File: config.mk
export PLATFORM = sky130hd
export DESIGN_NAME = conv_load_sequencer_flat
export DESIGN_NICKNAME = d
export VERILOG_FILES = /design/src/rtl/conv_load_sequencer_if.sv /design/src/rtl/conv_load_sequencer.sv /design/src/flat_wrapper.sv
export SDC_FILE = /design/constraint.sdc
export NUM_CORES = 1
export LEC_CHECK = 0
export ABC_AREA = 1
export BUFFER_PORTS_ARGS = -buffer_cell sky130_fd_sc_hd__buf_2
export CAP_MARGIN = 20
export CORE_MARGIN = 3
export CORE_UTILIZATION = 45
export DETAILED_ROUTE_END_ITERATION = 16
export GPL_TIMING_DRIVEN = 0
export MAX_ROUTING_LAYER = met4
export PLACE_DENSITY = 0.72
export SLEW_MARGIN = 20
export SYNTH_ARGS = -nofsm -noshare
export SYNTH_HDL_FRONTEND = slang
export SYNTH_SLANG_ARGS = --single-unit
File: constraint.sdc
create_clock -name clk -period 5.7 [get_ports clk]
set_input_delay 0.57 -clock clk [delete_from_list [all_inputs] [get_ports clk]]
set_output_delay 0.57 -clock clk [all_outputs]
set_load 0.005 [all_outputs]
File: src/rtl/conv_load_sequencer_if.sv
// Result stream between conv_load_sequencer and its consumer.
//   res_data  : signed 32-bit word at the FIFO head
//   res_valid : a word is available
//   res_ready : consumer accepts the word this cycle
interface conv_load_sequencer_if;
    logic signed [31:0] res_data;
    logic               res_valid;
    logic               res_ready;

    modport master (output res_data, output res_valid, input res_ready);
    modport slave  (input res_data, input res_valid, output res_ready);
endinterface

File: src/rtl/conv_load_sequencer.sv
// conv_load_sequencer: on start, streams the image and both filters from
// synchronous-read memories into the convolution core (rst_data/ld/lf_0/lf_1/go),
// then captures every out_valid word into a small FIFO presented on a
// valid/ready stream.
// Ports:
//   clk, reset (async, active-low)
//   start / busy / seq_done / err_ovf / err_short : sequence control and status
//   img_addr, img_r/g/b        : image memory (1-cycle read latency)
//   flt_addr, f0_*/f1_*        : filter memories (1-cycle read latency)
//   rst_data, ld, lf_0, lf_1, go, data_in_* : load protocol to the core
//   conv_out, out_valid, conv_done          : results from the core
//   res (master)               : result stream
module conv_load_sequencer #(
    parameter int stride     = 1,
    parameter int IMG_W      = 9,
    parameter int K          = 3,
    parameter int N_OUT      = 2 * ((IMG_W - K) / stride + 1) ** 2,
    parameter int FIFO_DEPTH = 4,
    parameter int DATA_W     = 8,
    parameter int COEF_W     = 8
) (
    input  logic                     clk,
    input  logic                     reset,
    input  logic                     start,
    output logic                     busy,
    output logic                     seq_done,
    output logic                     err_ovf,
    output logic                     err_short,
    output logic [6:0]               img_addr,
    input  logic signed [DATA_W-1:0] img_r,
    input  logic signed [DATA_W-1:0] img_g,
    input  logic signed [DATA_W-1:0] img_b,
    output logic [3:0]               flt_addr,
    input  logic signed [COEF_W-1:0] f0_r,
    input  logic signed [COEF_W-1:0] f0_g,
    input  logic signed [COEF_W-1:0] f0_b,
    input  logic signed [COEF_W-1:0] f1_r,
    input  logic signed [COEF_W-1:0] f1_g,
    input  logic signed [COEF_W-1:0] f1_b,
    output logic                     rst_data,
    output logic                     ld,
    output logic                     lf_0,
    output logic                     lf_1,
    output logic                     go,
    output logic signed [DATA_W-1:0] data_in_R,
    output logic signed [DATA_W-1:0] data_in_G,
    output logic signed [DATA_W-1:0] data_in_B,
    output logic signed [COEF_W-1:0] data_in_f0_R,
    output logic signed [COEF_W-1:0] data_in_f0_G,
    output logic signed [COEF_W-1:0] data_in_f0_B,
    output logic signed [COEF_W-1:0] data_in_f1_R,
    output logic signed [COEF_W-1:0] data_in_f1_G,
    output logic signed [COEF_W-1:0] data_in_f1_B,
    input  logic signed [31:0]       conv_out,
    input  logic                     out_valid,
    input  logic                     conv_done,
    conv_load_sequencer_if.master    res
);
    localparam int         AW      = $clog2(FIFO_DEPTH);
    localparam logic [6:0] IMG_LEN = 7'(IMG_W * IMG_W);
    localparam logic [3:0] FLT_LEN = 4'(K * K);
    localparam logic [6:0] N_OUT_C = 7'(N_OUT);

    typedef enum logic [2:0] {S_IDLE, S_CLR, S_IMG, S_FCLR, S_FLT, S_GO, S_RUN, S_DONE} state_t;

    function automatic logic [6:0] sat_inc(input logic [6:0] v);
        return (v == 7'h7f) ? v : v + 7'd1;
    endfunction

    state_t      state_q, state_d;
    logic [6:0]  img_addr_q, img_addr_d;
    logic [3:0]  flt_addr_q, flt_addr_d;
    logic [6:0]  cnt_q, cnt_d, cnt_inc;
    logic        err_ovf_q, err_ovf_d, err_short_q, err_short_d;
    logic        busy_q, busy_d, seq_done_q, seq_done_d;
    logic        rst_data_q, rst_data_d, ld_q, ld_d, lf_q, lf_d, go_q, go_d;
    logic [AW:0] wr_ptr_q, wr_ptr_d, rd_ptr_q, rd_ptr_d;
    logic signed [31:0] mem_q [FIFO_DEPTH];
    logic        full, empty, push, pop, wr_en, start_acc;

    // Memory data passes straight through; addresses were issued a cycle earlier.
    assign data_in_R    = img_r;
    assign data_in_G    = img_g;
    assign data_in_B    = img_b;
    assign data_in_f0_R = f0_r;
    assign data_in_f0_G = f0_g;
    assign data_in_f0_B = f0_b;
    assign data_in_f1_R = f1_r;
    assign data_in_f1_G = f1_g;
    assign data_in_f1_B = f1_b;

    assign empty     = (wr_ptr_q == rd_ptr_q);
    assign full      = (wr_ptr_q[AW] != rd_ptr_q[AW]) &&
                       (wr_ptr_q[AW-1:0] == rd_ptr_q[AW-1:0]);
    assign start_acc = (state_q == S_IDLE) && start;
    assign push      = (state_q == S_RUN) && out_valid;
    assign pop       = !empty && res.res_ready;
    // A push into a full FIFO only lands if the head leaves in the same cycle.
    assign wr_en     = push && (!full || pop);
    assign cnt_inc   = push ? sat_inc(cnt_q) : cnt_q;

    always_comb begin
        state_d     = state_q;
        img_addr_d  = '0;
        flt_addr_d  = '0;
        cnt_d       = cnt_q;
        err_ovf_d   = err_ovf_q;
        err_short_d = err_short_q;
        case (state_q)
            S_IDLE: if (start) begin
                state_d     = S_CLR;
                cnt_d       = '0;
                err_ovf_d   = 1'b0;
                err_short_d = 1'b0;
            end
            S_CLR: begin
                state_d    = S_IMG;
                img_addr_d = 7'd1;
            end
            // img_addr leads the data by one, so it runs 1..IMG_LEN here.
            S_IMG: if (img_addr_q == IMG_LEN) state_d = S_FCLR;
                   else img_addr_d = img_addr_q + 7'd1;
            S_FCLR: begin
                state_d    = S_FLT;
                flt_addr_d = 4'd1;
            end
            S_FLT: if (flt_addr_q == FLT_LEN) state_d = S_GO;
                   else flt_addr_d = flt_addr_q + 4'd1;
            S_GO: state_d = S_RUN;
            S_RUN: begin
                cnt_d = cnt_inc;
                if (push && full && !pop) err_ovf_d = 1'b1;
                if (cnt_inc >= N_OUT_C) state_d = S_DONE;
                else if (conv_done) begin
                    err_short_d = 1'b1;
                    state_d     = S_DONE;
                end
            end
            S_DONE: state_d = S_IDLE;
            default: state_d = S_IDLE;
        endcase
        // Control outputs are registered versions of the next-state decode,
        // so they line up with the state they belong to.
        busy_d     = (state_d != S_IDLE);
        seq_done_d = (state_d == S_DONE);
        rst_data_d = (state_d == S_CLR) || (state_d == S_FCLR);
        ld_d       = (state_d == S_IMG);
        lf_d       = (state_d == S_FCLR) || (state_d == S_FLT);
        go_d       = (state_d == S_GO);
    end

    always_comb begin
        wr_ptr_d = wr_ptr_q;
        rd_ptr_d = rd_ptr_q;
        if (start_acc) begin
            wr_ptr_d = '0;
            rd_ptr_d = '0;
        end else begin
            if (wr_en) wr_ptr_d = wr_ptr_q + 1'b1;
            if (pop)   rd_ptr_d = rd_ptr_q + 1'b1;
        end
    end

    always_ff @(posedge clk or negedge reset) begin
        if (!reset) begin
            state_q     <= S_IDLE;
            img_addr_q  <= '0;
            flt_addr_q  <= '0;
            cnt_q       <= '0;
            err_ovf_q   <= 1'b0;
            err_short_q <= 1'b0;
            busy_q      <= 1'b0;
            seq_done_q  <= 1'b0;
            rst_data_q  <= 1'b0;
            ld_q        <= 1'b0;
            lf_q        <= 1'b0;
            go_q        <= 1'b0;
            wr_ptr_q    <= '0;
            rd_ptr_q    <= '0;
        end else begin
            state_q     <= state_d;
            img_addr_q  <= img_addr_d;
            flt_addr_q  <= flt_addr_d;
            cnt_q       <= cnt_d;
            err_ovf_q   <= err_ovf_d;
            err_short_q <= err_short_d;
            busy_q      <= busy_d;
            seq_done_q  <= seq_done_d;
            rst_data_q  <= rst_data_d;
            ld_q        <= ld_d;
            lf_q        <= lf_d;
            go_q        <= go_d;
            wr_ptr_q    <= wr_ptr_d;
            rd_ptr_q    <= rd_ptr_d;
        end
    end

    always_ff @(posedge clk) begin
        if (wr_en) mem_q[wr_ptr_q[AW-1:0]] <= conv_out;
    end

    assign busy          = busy_q;
    assign seq_done      = seq_done_q;
    assign err_ovf       = err_ovf_q;
    assign err_short     = err_short_q;
    assign img_addr      = img_addr_q;
    assign flt_addr      = flt_addr_q;
    assign rst_data      = rst_data_q;
    assign ld            = ld_q;
    assign lf_0          = lf_q;
    assign lf_1          = lf_q;
    assign go            = go_q;
    assign res.res_valid = !empty;
    // Forced to zero when empty so the stream never shows stale storage.
    assign res.res_data  = empty ? 32'sd0 : mem_q[rd_ptr_q[AW-1:0]];
endmodule
File: src/flat_wrapper.sv
// flat-port wrapper written by rule: the top's interface ports become plain ports
module conv_load_sequencer_flat 
#(
    parameter int stride     = 1,
    parameter int IMG_W      = 9,
    parameter int K          = 3,
    parameter int N_OUT      = 2 * ((IMG_W - K) / stride + 1) ** 2,
    parameter int FIFO_DEPTH = 4,
    parameter int DATA_W     = 8,
    parameter int COEF_W     = 8
)
  (clk, reset, start, busy, seq_done, err_ovf, err_short, img_addr, img_r, img_g, img_b, flt_addr, f0_r, f0_g, f0_b, f1_r, f1_g, f1_b, rst_data, ld, lf_0, lf_1, go, data_in_R, data_in_G, data_in_B, data_in_f0_R, data_in_f0_G, data_in_f0_B, data_in_f1_R, data_in_f1_G, data_in_f1_B, conv_out, out_valid, conv_done, res_res_data, res_res_valid, res_res_ready);
  conv_load_sequencer_if res_i ();
  input  logic clk;
  input  logic reset;
  input  logic start;
  output logic busy;
  output logic seq_done;
  output logic err_ovf;
  output logic err_short;
  output logic [6:0] img_addr;
  input  logic signed [DATA_W-1:0] img_r;
  input  logic signed [DATA_W-1:0] img_g;
  input  logic signed [DATA_W-1:0] img_b;
  output logic [3:0] flt_addr;
  input  logic signed [COEF_W-1:0] f0_r;
  input  logic signed [COEF_W-1:0] f0_g;
  input  logic signed [COEF_W-1:0] f0_b;
  input  logic signed [COEF_W-1:0] f1_r;
  input  logic signed [COEF_W-1:0] f1_g;
  input  logic signed [COEF_W-1:0] f1_b;
  output logic rst_data;
  output logic ld;
  output logic lf_0;
  output logic lf_1;
  output logic go;
  output logic signed [DATA_W-1:0] data_in_R;
  output logic signed [DATA_W-1:0] data_in_G;
  output logic signed [DATA_W-1:0] data_in_B;
  output logic signed [COEF_W-1:0] data_in_f0_R;
  output logic signed [COEF_W-1:0] data_in_f0_G;
  output logic signed [COEF_W-1:0] data_in_f0_B;
  output logic signed [COEF_W-1:0] data_in_f1_R;
  output logic signed [COEF_W-1:0] data_in_f1_G;
  output logic signed [COEF_W-1:0] data_in_f1_B;
  input  logic signed [31:0] conv_out;
  input  logic out_valid;
  input  logic conv_done;
  output wire logic [$bits(res_i.res_data)-1:0] res_res_data;
  output wire logic [$bits(res_i.res_valid)-1:0] res_res_valid;
  input wire logic [$bits(res_i.res_ready)-1:0] res_res_ready;
  assign res_res_data = res_i.res_data;
  assign res_res_valid = res_i.res_valid;
  assign res_i.res_ready = res_res_ready;
  conv_load_sequencer #(.stride(stride), .IMG_W(IMG_W), .K(K), .N_OUT(N_OUT), .FIFO_DEPTH(FIFO_DEPTH), .DATA_W(DATA_W), .COEF_W(COEF_W)) u_core (.clk(clk), .reset(reset), .start(start), .busy(busy), .seq_done(seq_done), .err_ovf(err_ovf), .err_short(err_short), .img_addr(img_addr), .img_r(img_r), .img_g(img_g), .img_b(img_b), .flt_addr(flt_addr), .f0_r(f0_r), .f0_g(f0_g), .f0_b(f0_b), .f1_r(f1_r), .f1_g(f1_g), .f1_b(f1_b), .rst_data(rst_data), .ld(ld), .lf_0(lf_0), .lf_1(lf_1), .go(go), .data_in_R(data_in_R), .data_in_G(data_in_G), .data_in_B(data_in_B), .data_in_f0_R(data_in_f0_R), .data_in_f0_G(data_in_f0_G), .data_in_f0_B(data_in_f0_B), .data_in_f1_R(data_in_f1_R), .data_in_f1_G(data_in_f1_G), .data_in_f1_B(data_in_f1_B), .conv_out(conv_out), .out_valid(out_valid), .conv_done(conv_done), .res(res_i));
endmodule
After elaboration in Yosys (flattened, before gate mapping) --
Memory sizes are Yosys's and may differ from the RTL's. Index checks and enable logic that the tools add are counted.
Operators by class: $add $sub $neg 5, magnitude comparators 1, equality and inequality tests 23, multiplexer cells 27, reductions and logical operators 21
Operators with widths (number):
- $mux W32 | 1
- $mux W7 | 4
- $pmux W7 S2 | 2
- $mux W3 | 9
- $pmux W3 S8 | 1
- $eq A3 B3 Y1 const B | 7
- $add A7 B1 Y7 const B | 2
- $eq A7 B7 Y1 const B | 2
- $eq A3 B2 Y1 const B | 4
- $ne A2 B2 Y1 const B | 4
- $pmux W4 S2 | 1
- $ge A7 B7 Y1 const B | 1
- $logic_and A1 B1 Y1 | 7
- $add A3 B1 Y3 const B | 2
- $eq A3 B1 Y1 const B | 2
- $mux W1 | 6
- $reduce_bool A2 Y1 | 3
- $add A4 B1 Y4 const B | 1
- $eq A4 B4 Y1 const B | 1
- $mux W4 | 1
- $pmux W1 S2 | 2
- $reduce_and A4 Y1 | 1
- $eq A3 B3 Y1 | 1
- $logic_not A1 Y1 | 3
- other kinds (7) | 9
Storage, ports and cells: flip-flop bits (word level) 35, RAM bits 128, bits of input ports 110, output and inout bits 125, logic and storage cells 92, memories kept 1
Memory list:
- u_core.mem_q | words 4, bits a word 32, rd ports 1, clocked after memory_dff 0, wr ports 1, RTL line conv_load_sequencer.sv:78 | logic signed [31:0] mem_q [FIFO_DEPTH];

Depth between registers and ports, before layout --
depth after elaboration 8, mapped depth 14, gate-level depth less buffers 14

Worst setup path before layout --
Ideal clock, no wire load.
path kind reg-to-reg, from register u_core.state_q[0], to memory u_core.mem_q[3][0], enable pin, setup time 0.424 ns, arrival 2.390 ns, data required time 5.276 ns, slack 2.886 ns, cell stages (with the launch flop) 6, path buffers 0, period minus slack after synthesis 2.814 ns, path through dfrtp_1 inv_2 nand3_4 nor2_8 nand2_1 nor2_1
Between the ends: cells in the longest elaborated chain, start to end 5
Ends and longest elaborated chain:
- start: declaration | RTL line conv_load_sequencer.sv:70 | state_t state_q, state_d;
- start signal: assignment | RTL line conv_load_sequencer.sv:181 | state_q <= state_d;
- $eq A3 B3 Y1 | RTL line conv_load_sequencer.sv:96 | assign push = (state_q == S_RUN) && out_valid;
- $logic_and A1 B1 Y1 | RTL line conv_load_sequencer.sv:96
- $logic_and A1 B1 Y1 | RTL line conv_load_sequencer.sv:99 | assign wr_en = push && (!full || pop);
- $mux W1 | RTL line conv_load_sequencer.sv:199 | if (wr_en) mem_q[wr_ptr_q[AW-1:0]] <= conv_out;
- $mux W1 (implied by the code) | RTL line conv_load_sequencer.sv:199
- end: declaration | RTL line conv_load_sequencer.sv:78
Every way passes these cells.

Worst setup path after layout --
from register u_core.rd_ptr_q[1], to output res_res_data[22]
Between the ends: cells in the longest elaborated chain, start to end 2, elaborated cells between the ends (all ways) 3, those cells by class eq/ne (1); mux (1); memory (1)
Ends and longest elaborated chain:
- start: declaration | RTL line conv_load_sequencer.sv:77 | logic [AW:0] wr_ptr_q, wr_ptr_d, rd_ptr_q, rd_ptr_d;
- start signal: assignment | RTL line conv_load_sequencer.sv:194 | rd_ptr_q <= rd_ptr_d;
- $mem_v2 Z4 W32 or $eq A3 B3 Y1 (tied branches)
- $mux W32 * | RTL line conv_load_sequencer.sv:215 | assign res.res_data = empty ? 32'sd0 : mem_q[rd_ptr_q[AW-1:0]];
- end: declaration | RTL line flat_wrapper.sv:49 | output wire logic [$bits(res_i.res_data)-1:0] res_res_data;
Mark *: on every way between the ends. The rest lies on a longest branch, timed or not.

==> results.md <==
* Tmin final at 2.96 ns
* Yosys reg bits at 163
* Core area at 15900 µm²
* RD Place Congestion at 0.787
* Vias in the first global route at 5133
* Row count at 46
* Maximum fanout along the worst path at 10
* Worst EP required at 5.13 ns
* Vias at 5313
* Synthesized Nets at 789
* DR pass1 iterations at 4
* Post-CTS Hold Buffers at 0
* Routed wire length at 16.9 mm
* Htree depth at 4
* Die width at 134 µm
* First-pass GRT wire length at 26.6 mm
* Layout area overhead at 24.5%
* Initial Util at 46.3%
* Synth Instances at 669
* Status: complete, no violations
* DR vias/cell at 4.90
* IO Port Bufs at 162
* Fraction of final layout cells sized beyond drive strength 1 at 33.6%
* Multiplexer area fraction after synthesis at 0%
* Largest net degree at the start of global routing at 36
* Peak VDD IR at 0.000271 V
* CTS tree: yes
* Setup TNS at 0 ns
* Filler cell count at 1324
* XOR/XNOR share of the synthesized area at 0.950%
* Worst Hold Class: in -> async
* Post-route insts no fill at 1084
* Slew Limit Headroom at 47.5%
* Post-DRT Antenna Nets at 0
* Die ar. at 18000 µm²
* Setup crit end kind: primary output
* Ys flop type: edfxtp_1
* Mapped cell area at 7380 µm²
* Most common cell after layout, fill and taps aside: buf_2
* Fraction of registers with async set/reset at 21.5%
* Max-cap check violation count at 0
* Startpoint Class: flip-flop
* Post-synthesis adder-cell area fraction at 1.70%
* Nets at 974
* Final Setup Violations at 0
* Iteration-0 DRC Markers at 293
* Crit share post-route at 52.0%
* P_leak at 4.06 nW
* Syn. warnings at 0
* WL per Instance at 15.6 µm
* Buf/Inv on CP at 4
* TritonCTS Buffers at 17
* Crit Path Class: reg -> out
* Clock-pin slew on the worst setup and hold paths at 0.06 ns
* Final Power at 3.57 mW
* Root Buffer: clkbuf_16
* Clock latency at the later pin of the worst-skew pair at 0.42 ns
* Top delay family on crit path: buffers and inverters
* Power density over the cells at 389 nW/µm²
* Worst path slowest cell: dfrtp_1
* Cts repair resizes at 0
* WP data arrival at 2.39 ns
* Die H at 134 µm
* Clock buffer depth at 2
* DP Cell Count at 1051
* Worst path cell trace: inv_1 -> nand2_1 -> nand4_1 -> clkbuf_1 -> nand2_1 -> inv_1 -> buf_2
* Final Hold Slack at 0.236 ns
* Library cells used by synthesis at 29
* Number of hold violations in the final report at 0
* Post-CTS Setup Inserts at 0
* I/O pin cnt at 235
* Syn avg cell area at 11.0 µm²
* Max Fclk at 0.338 GHz
* Total GRT Usage at 19.2%
* Sequential cell area at 4720 µm²
* Final Max Slew Viols at 0
* Post-synth EDFFs at 128
* DRC at 0
* Grt ovf at 0
* Clk_skew at 0.0132 ns
* Commonest non-fill, non-tap cells in the layout: buf_2 (164), edfxtp_1 (128), nor2_1 (91)
* Slew @ Worst Pin at 0.787 ns
* Initial antenna violation count at 1
* RSZ-0062 raised after global routing: no
* Compound-Gate Fraction of Synth Area at 9.08%
* Simple-Gate Fraction of Synth Area at 12.1%
* Slowest stage delay, CP at 0.48 ns
* Largest family of logic cells by synthesized area: buffers and inverters
* Final HPWL DP at 11.6 mm
* Sequential element share of the synthesized area at 64.0%
* Sink Count at 163
* Multi-input gate area at 1790 µm²
-- Yosys cell counts (10+ instances only) --
cell        n  area share (%)
nand3_1    16             1.1
a21oi_1    10            0.68
clkbuf_1   22             1.1
o22ai_1    35             3.0
edfxtp_1  128              52
nand2_1    67             3.4
inv_1      60             3.1
o21ai_0    72             4.9
nor2_1     95             4.8
buf_4      76             7.7
dfrtp_1    35              12
ha_1       10             1.7
-- cells by family (layout without fill, tap and decap cells) --
family	count (synthesis)	in the layout
DFF	163	163
xor gates and xnor gates	8	8
buffers and inverters	162	360
and+or+nand+nor	204	204
adders and majority gates	10	10
other	0	1
AOI/OAI and AO/OA	122	122
-- flip-flops by register name (all words and copies together), names as in the netlist --
signal,cells
u_core.busy,1
u_core.cnt_q,7
u_core.err_ovf,1
u_core.err_short,1
u_core.rd_ptr_q,3
u_core.wr_ptr_q,3
u_core.state_q,3
u_core.img_addr,7
u_core.mem_q,128
u_core.seq_done,1
u_core.rst_data,1
u_core.flt_addr,4
u_core.go,1
u_core.lf_0,1
u_core.ld,1
-- per-stage QoR --
stage,util (%),instance area (µm²),setup slack [ns]
floorplan,-,7380,2.89
global placement,53.0,8460,1.53
detailed placement,53.7,8570,3.20
CTS,57.6,9180,2.72
global route,57.6,9190,2.54
finish,57.6,9190,2.74
-- where the power goes --
group          internal (mW)  switching (mW)
sequential              1.30          0.0171
combinational          0.410           0.666
clock                  0.732           0.450
-- final cells by class --
type	count	share of cell area (%)
Antenna cell	1	0.0272
Multi-Input combinational cell	344	19.5
Inverter	62	2.53
Clock inverter	13	1.99
Timing Repair Buffer	166	9.70
Buffer	100	7.22
Sequential cell	163	51.4
Tap cell	216	2.94
Clock buffer	19	4.71
-- worst paths after layout --
| path | startpoint | endpoint | slack [ns] | cells past startpoint |
|---|---|---|---|---|
| worst max-delay path | u_core.rd_ptr_q[1] | res_res_data[22] | 2.74 | 7 |
| min in group clk | conv_out[8] | u_core.mem_q[1][8] | 0.37 | 1 |
| worst max register to register | u_core.rd_ptr_q[1] | u_core.wr_ptr_q[2] | 3.33 | 8 |
| worst min-delay path | reset | u_core.seq_done | 0.24 | 1 |
| worst min register to register | u_core.err_short | u_core.err_short | 0.49 | 2 |
| max in group asynchronous | reset | u_core.cnt_q[5] | 4.96 | 1 |
-- layer usage --
layer | GRT usage (%) | wire [µm]
met2 | 31.8 | 8520
met1 | 23.8 | 6870
met5 | - | 0
met3 | 4.84 | 1300
met4 | 5.26 | 194
Power figures use the tool's default switching activity.
